`src/rtl/calc_pkg.sv`:
```
// Shared key codes, ALU op encodings, sequencer states and decoded-key record
// for the calculator sequencer.
package calc_pkg;

  localparam logic [4:0] KEY_ADD   = 5'd10;
  localparam logic [4:0] KEY_MINUS = 5'd11;
  localparam logic [4:0] KEY_MUL   = 5'd12;
  localparam logic [4:0] KEY_DIV   = 5'd13;
  localparam logic [4:0] KEY_EQUAL = 5'd14;
  localparam logic [4:0] KEY_CLEAR = 5'd15;

  typedef enum logic [1:0] {
    OP_ADD = 2'd0,
    OP_SUB = 2'd1,
    OP_MUL = 2'd2,
    OP_DIV = 2'd3
  } aluOpT;

  typedef enum logic [2:0] {
    ENTER_A,
    OPER_WAIT,
    ENTER_B,
    CALC,
    SHOW
  } calcStateT;

  typedef struct packed {
    logic       isDigit;
    logic [3:0] digit;
    logic       isOper;   // add, mul, div
    logic       isMinus;  // minus is either subtract or a sign key
    logic       isEqual;
    logic       isClear;
    aluOpT      operOp;   // op selected by an operator or minus key
  } keyClassT;

  function automatic aluOpT keyToOp(input logic [4:0] code);
    case (code)
      KEY_MINUS: keyToOp = OP_SUB;
      KEY_MUL:   keyToOp = OP_MUL;
      KEY_DIV:   keyToOp = OP_DIV;
      default:   keyToOp = OP_ADD;
    endcase
  endfunction

endpackage

```
`src/rtl/calc_key_decode.sv`:
```
// Combinational key classifier: turns a raw key strobe into one-hot key classes.
module calc_key_decode
  import calc_pkg::*;
(
  input  logic     key_valid,
  input  logic [4:0] key_code,
  output keyClassT keyClass
);

  always_comb begin
    keyClass        = '0;
    keyClass.digit  = key_code[3:0];
    keyClass.operOp = keyToOp(key_code);
    if (key_valid) begin
      keyClass.isDigit = (key_code <= 5'd9);
      keyClass.isOper  = (key_code == KEY_ADD) || (key_code == KEY_MUL) || (key_code == KEY_DIV);
      keyClass.isMinus = (key_code == KEY_MINUS);
      keyClass.isEqual = (key_code == KEY_EQUAL);
      keyClass.isClear = (key_code == KEY_CLEAR);
    end
  end

endmodule

```
`src/rtl/calc_sequencer.sv`:
```
// Calculator key sequencer: builds two signed operands from key presses and
// drives an external ALU. Define NEG_OPERAND_EN to allow a leading minus sign.
module calc_sequencer
  import calc_pkg::*;
#(
  parameter int MAX_DIGITS = 4,
  parameter int DW         = 16
) (
  input  logic          clk,
  input  logic          rst,
  input  logic          key_valid,
  input  logic [4:0]    key_code,
  output logic          alu_start,
  output logic [DW-1:0] alu_a,
  output logic [DW-1:0] alu_b,
  output logic [1:0]    alu_op,
  input  logic          alu_done,
  input  logic [DW-1:0] alu_result,
  output logic [DW-1:0] disp_value,
  output logic          disp_neg_pending,
  output logic          busy
);

  localparam int CW = $clog2(MAX_DIGITS + 1);
  localparam logic signed [DW-1:0] TEN = DW'(10);

  keyClassT                key;
  calcStateT               stateReg;
  calcStateT               effState;
  logic signed [DW-1:0]    opA, opB;
  logic signed [DW-1:0]    digitExt, accA, accB;
  logic [CW-1:0]           cntA, cntB;
  logic                    negA, negB;
  logic                    discardDone;
  logic                    doneHit;
  logic                    minusIsSign;
  logic                    operKey;

  calc_key_decode keyDecode (
    .key_valid (key_valid),
    .key_code  (key_code),
    .keyClass  (key)
  );

  // A completion arriving with a key is applied first, so the key sees SHOW.
  always_comb begin
    doneHit  = (stateReg == CALC) && alu_done && !discardDone;
    effState = doneHit ? SHOW : stateReg;
    digitExt = signed'({{(DW-4){1'b0}}, key.digit});
    accA     = negA ? (opA * TEN - digitExt) : (opA * TEN + digitExt);
    accB     = negB ? (opB * TEN - digitExt) : (opB * TEN + digitExt);
  end

`ifdef NEG_OPERAND_EN
  assign minusIsSign = key.isMinus &&
                       (((effState == ENTER_A) && (cntA == '0)) || (effState == OPER_WAIT));
  assign disp_neg_pending = ((stateReg == ENTER_A) && negA && (cntA == '0)) ||
                            ((stateReg == OPER_WAIT) && negB);
`else
  assign minusIsSign      = 1'b0;
  assign disp_neg_pending = 1'b0;
`endif

  assign operKey = key.isOper || (key.isMinus && !minusIsSign);

  always_ff @(posedge clk or posedge rst) begin
    if (rst) begin
      stateReg    <= ENTER_A;
      opA         <= '0;
      opB         <= '0;
      cntA        <= '0;
      cntB        <= '0;
      negA        <= 1'b0;
      negB        <= 1'b0;
      discardDone <= 1'b0;
      alu_start   <= 1'b0;
      alu_a       <= '0;
      alu_b       <= '0;
      alu_op      <= OP_ADD;
      disp_value  <= '0;
      busy        <= 1'b0;
    end else begin
      alu_start <= 1'b0;
      if (alu_done && discardDone)
        discardDone <= 1'b0;
      if (doneHit) begin
        stateReg   <= SHOW;
        opA        <= alu_result;
        disp_value <= alu_result;
        busy       <= 1'b0;
      end

      if (key.isClear) begin
        stateReg   <= ENTER_A;
        opA        <= '0;
        opB        <= '0;
        cntA       <= '0;
        cntB       <= '0;
        negA       <= 1'b0;
        negB       <= 1'b0;
        disp_value <= '0;
        busy       <= 1'b0;
        // The abandoned operation will still complete; swallow that pulse.
        if ((stateReg == CALC) && !doneHit)
          discardDone <= 1'b1;
      end else begin
        case (effState)
          ENTER_A: begin
            if (key.isDigit) begin
              if (cntA < CW'(MAX_DIGITS)) begin
                opA        <= accA;
                cntA       <= cntA + 1'b1;
                disp_value <= accA;
              end
            end else if (minusIsSign) begin
              negA <= ~negA;
            end else if (operKey && (cntA != '0)) begin
              alu_op   <= key.operOp;
              stateReg <= OPER_WAIT;
              opB      <= '0;
              cntB     <= '0;
              negB     <= 1'b0;
            end
          end
          OPER_WAIT: begin
            if (key.isDigit) begin
              opB        <= accB;
              cntB       <= CW'(1);
              disp_value <= accB;
              stateReg   <= ENTER_B;
            end else if (minusIsSign) begin
              negB <= ~negB;
            end else if (operKey) begin
              alu_op <= key.operOp;
            end
          end
          ENTER_B: begin
            if (key.isDigit) begin
              if (cntB < CW'(MAX_DIGITS)) begin
                opB        <= accB;
                cntB       <= cntB + 1'b1;
                disp_value <= accB;
              end
            end else if (key.isEqual && (cntB != '0)) begin
              alu_start  <= 1'b1;
              alu_a      <= opA;
              alu_b      <= opB;
              busy       <= 1'b1;
              disp_value <= opA;
              stateReg   <= CALC;
            end
          end
          SHOW: begin
            if (key.isDigit) begin
              opA        <= digitExt;
              cntA       <= CW'(1);
              negA       <= 1'b0;
              disp_value <= digitExt;
              stateReg   <= ENTER_A;
            end else if (operKey) begin
              alu_op   <= key.operOp;
              stateReg <= OPER_WAIT;
              opB      <= '0;
              cntB     <= '0;
              negB     <= 1'b0;
            end
          end
          default: ;
        endcase
      end
    end
  end

endmodule

```
`config.mk`:
```
export PLATFORM = sky130hd
export DESIGN_NAME = calc_sequencer
export DESIGN_NICKNAME = d
export VERILOG_FILES = /design/src/rtl/calc_pkg.sv /design/src/rtl/calc_key_decode.sv /design/src/rtl/calc_sequencer.sv
export SDC_FILE = /design/constraint.sdc
export NUM_CORES = 1
export LEC_CHECK = 0
export CORE_ASPECT_RATIO = 0.75
export CORE_MARGIN = 2
export CORE_UTILIZATION = 60
export CTS_BUF_LIST = sky130_fd_sc_hd__clkbuf_4
export DETAILED_ROUTE_END_ITERATION = 10
export PLACE_DENSITY = 0.85
export SKIP_LAST_GASP = 1
export SLEW_MARGIN = 20
export SYNTH_ARGS = -nofsm -noshare
export SYNTH_HDL_FRONTEND = slang
export SYNTH_SLANG_ARGS = --single-unit
```
`constraint.sdc`:
```
create_clock -name clk -period 8.5 [get_ports clk]
set_input_delay 1.7 -clock clk [delete_from_list [all_inputs] [get_ports clk]]
set_output_delay 1.7 -clock clk [all_outputs]
set_load 0.05 [all_outputs]
```
==> qor.csv <==
stage,metric,value,unit
status,status,completed,
sta,setup_ws,4.110,ns
sta,clock_skew,0.02628,ns
clock_network,cts_buffers,9,
placed_design,dp_slack,3.699,ns
layout,diodes,0,
detailed_routing,drcViolationCount,0,
clock_network,cts_root_buf,clkbuf_4,
logic_synthesis,yosysTopAreaCell,dfrtp_1,
logic_synthesis,yosysWarnings,0,
sta,final_hold_viol_count,0,
detailed_routing,wl_per_cell,19.69,um
clock_network,cts_resized,0,
die,die_area,0.01212,sq mm
detailed_routing,met2_length,8465,um
clock_network,ctsHoldBuffers,0,
power_and_ir_drop,p_clk_frac,0.096,
logic_synthesis,ys_top_cells_by_area,"dfrtp_1 (35%), ha_1 (10%), nand2_1 (10%)",
die,rows,33,
detailed_routing,drt_iter0_markers,953,
power_and_ir_drop,switching_power,1382,uW
logic_synthesis,ys_seq_area_frac,0.3485,
logic_synthesis,synth_common_cells,"nand2_1 (186), dfrtp_1 (94), a21oi_1 (66), nor2_1 (57), ha_1 (56)",
layout,synthToLayoutAreaGrowth,14.33,%
logic_synthesis,syn_inst,811,
sta,worstMarginPinSlew,0.9712,ns
clock_network,post_cts_buffers,0,
worst_setup_path,slowest_stage,nor2_1,
global_routing,grt_use_total,0.3403,
global_routing,antenna_found_initial,0,
die,start_util,0.6168,
global_routing,grt_max_degree,51,
sta,finalCritPeriodShare,0.5164,
power_and_ir_drop,vdd_drop_max,156.7,uV
worst_setup_path,criticalPathCategory,in2reg,
logic_synthesis,synth_fp_nets,896,
logic_synthesis,synth_ff_type,dfrtp_1,
clock_network,htreeDepth,3,
logic_synthesis,synth.top_cell.area_share,0.3485,
worst_setup_path,arrival,4.79,ns
global_routing,grt_overflow,0,
detailed_routing,drt-pass1-iter-count,7,
detailed_routing,via_per_inst,6.495,
worst_setup_path,crit_chain,clkdlybuf4s50_1 > o21a_1 > nor2_1 > nand2_1 > nor2_1 > nand2_1 > a221oi_1,
power_and_ir_drop,seqPwrFrac,0.276,
sta,fmax,227.8,MHz
die,die_w,126.5,um
power_and_ir_drop,combPwrFrac,0.628,
clock_network,insertion_delay,0.50,ns
placed_design,port_buffers,76,
detailed_routing,dr.max_layer_used,met4,
worst_setup_path,critPathMaxStageDelay,0.78,ns
layout,drive_gt1_frac,0.04582,
placed_design,routabilityCongestion,0.9647,
worst_hold_path,hold_class,reg2reg,
worst_setup_path,crit_family,simple AND/OR/NAND/NOR gates,
worst_setup_path,crit_path_max_fanout,12,
sta,drv_slew,0,
detailed_routing,met1_length,8509,um
die,boundaryPins,78,
sta,rsz0062_at_grt,false,
power_and_ir_drop,power.density,344.9,mW/mm^2
worst_setup_path,crit_required,8.90,ns
layout,fillers,816,
sta,setup_tns,0,ns
detailed_routing,vias,6579,
clock_network,clock-sinks,94,
clock_network,cts.clk_slew.worst_paths,0.17,ns
clock_network,cts_tree,yes,
layout,nets,953,
die,die_h,95.85,um
power_and_ir_drop,p_int,1280,uW
sta,period_minus_slack,4.390,ns
sta,slew_headroom,0.3501,
detailed_routing,met3WireLength,2131,um
placed_design,dp.final_hpwl,14710,um
power_and_ir_drop,leakage,0.003645,uW
die,coreArea,0.01094,sq mm
power_and_ir_drop,swShare,0.5191,
logic_synthesis,syn_area_per_cell,8.322,sq um
detailed_routing,wirelength,19940,um
detailed_routing,ant_nets,0,
worst_setup_path,endpoint_kind,register,
logic_synthesis,synth-edff-count,0,
worst_setup_path,cp_num_buf_inv,1,
global_routing,grt_pass1_wl,32320,um
sta,finalSetupViolCount,0,
worst_setup_path,start_kind,input pin,
job,maxCapViolCount,0,
logic_synthesis,synthArstFlopShare,1.000,
logic_synthesis,synth.distinct_cells,77,
global_routing,grt_pass1_vias,6344,
layout,final_util,0.7052,
logic_synthesis,syn_area,0.006749,sq mm
logic_synthesis,synth_seq_cells,94,
logic_synthesis,post-synth-top-count-cell,nand2_1,
clock_network,clock_path_buffers,2,
[routing by layer]
layer / vias to the layer above / GRT usage
li1: 3013 / -
met1: 3062 / 0.4800
met2: 423 / 0.5080
met3: 81 / 0.07282
met4: 0 / 0.1465
met5: - / 0.02941
[stage by stage]
| step | total power [uW] | area (sq um) | hold WS, ns | std cells |
|---|---|---|---|---|
| 4_1_cts | 2625 | 7714 | 0.4906 | 1013 |
| 6_report | 2662 | 7716 | 0.4962 | 1013 |
| 5_1_grt | 2859 | 7716 | 0.5242 | 1013 |
| 3_5_place_dp | 2364 | 7571 | 0.4627 | 997 |
| 2_1_floorplan | 1937 | 6749 | 0.4386 | 811 |
| 3_3_place_gp | 2291 | 7571 | 0.4573 | 997 |
[state kept, by name (all words and copies together), names as in the netlist]
| signal | count |
|---|---|
| cntB | 3 |
| opA | 16 |
| discardDone | 1 |
| disp_value | 16 |
| cntA | 3 |
| alu_b | 16 |
| alu_op | 2 |
| opB | 16 |
| alu_start | 1 |
| busy | 1 |
| stateReg | 3 |
| alu_a | 16 |
[cell usage in the layout (no fill, tap or decap), types with 9 or more instances in the layout]
cell type / Yosys / routed
a211oi_1: 11 / 11
a21o_1: 15 / 15
a21oi_1: 66 / 66
clkbuf_4: 0 / 9
clkdlybuf4s50_1: 0 / 76
dfrtp_1: 94 / 94
ha_1: 56 / 56
inv_1: 16 / 15
mux2i_1: 10 / 10
nand2_1: 186 / 186
nand3_1: 13 / 13
nor2_1: 57 / 56
nor3_1: 13 / 12
o21ai_0: 35 / 35
o21ai_1: 17 / 17
o22ai_1: 9 / 9
xnor2_1: 23 / 23
xor2_1: 19 / 19
[cell families after synthesis]
family,after synthesis,synth area share
and+or+nand+nor,323,0.2139
AOI/OAI and AO/OA,221,0.2108
DFF,94,0.3485
adders and majority gates,61,0.1172
buffers and inverters,58,0.03726
xor gates and xnor gates,43,0.05692
muxes,10,0.01483
other,1,0.0005556
[power groups by stage]
| stage | Sequential [uW] | Combinational, uW | Clock [uW] |
|---|---|---|---|
| floorplan | 819 | 1120 | 0 |
| global placement | 732 | 1560 | 0 |
| detailed placement | 736 | 1630 | 0 |
| CTS | 727 | 1640 | 259 |
| global route | 749 | 1830 | 278 |
| finish | 736 | 1670 | 255 |
[final timing paths]
path | from | endpoint | slack (ns) | cells after the start
max | key_code[2] | disp_value[14] | 4.11 | 7
min | alu_a[3] | alu_a[3] | 0.50 | 2
max reg2reg | opB[1] | disp_value[15] | 4.81 | 12
min reg2reg | alu_a[3] | alu_a[3] | 0.50 | 2
max in group asynchronous | rst | cntA[1] | 5.73 | 3
min in group asynchronous | rst | stateReg[0] | 1.63 | 2
[worst register-to-register path, stage by stage, from the launching register on]
cell and delay, ns:
dfrtp_1 0.49, ha_1 0.32, ha_1 0.24, fa_1 0.45
xor2_1 0.36, nand4_1 0.24, nor3_2 0.29, nand4_2 0.20
nor4_2 0.40, xnor2_1 0.18, xnor2_1 0.15, nand2_1 0.10
a31oi_1 0.20
[cell type report]
type | count | area, sq um | share of cell area
multi-input combinational | 659 | 4153 | 0.5382
clock buffer | 9 | 67.56 | 0.008756
tap | 140 | 175.2 | 0.02270
inverter | 21 | 80.08 | 0.01038
sequential | 94 | 2352 | 0.3048
clock inverter | 7 | 75.07 | 0.009729
timing repair buffer | 83 | 813.3 | 0.1054
No activity file was read; power rests on OpenSTA's default activity.
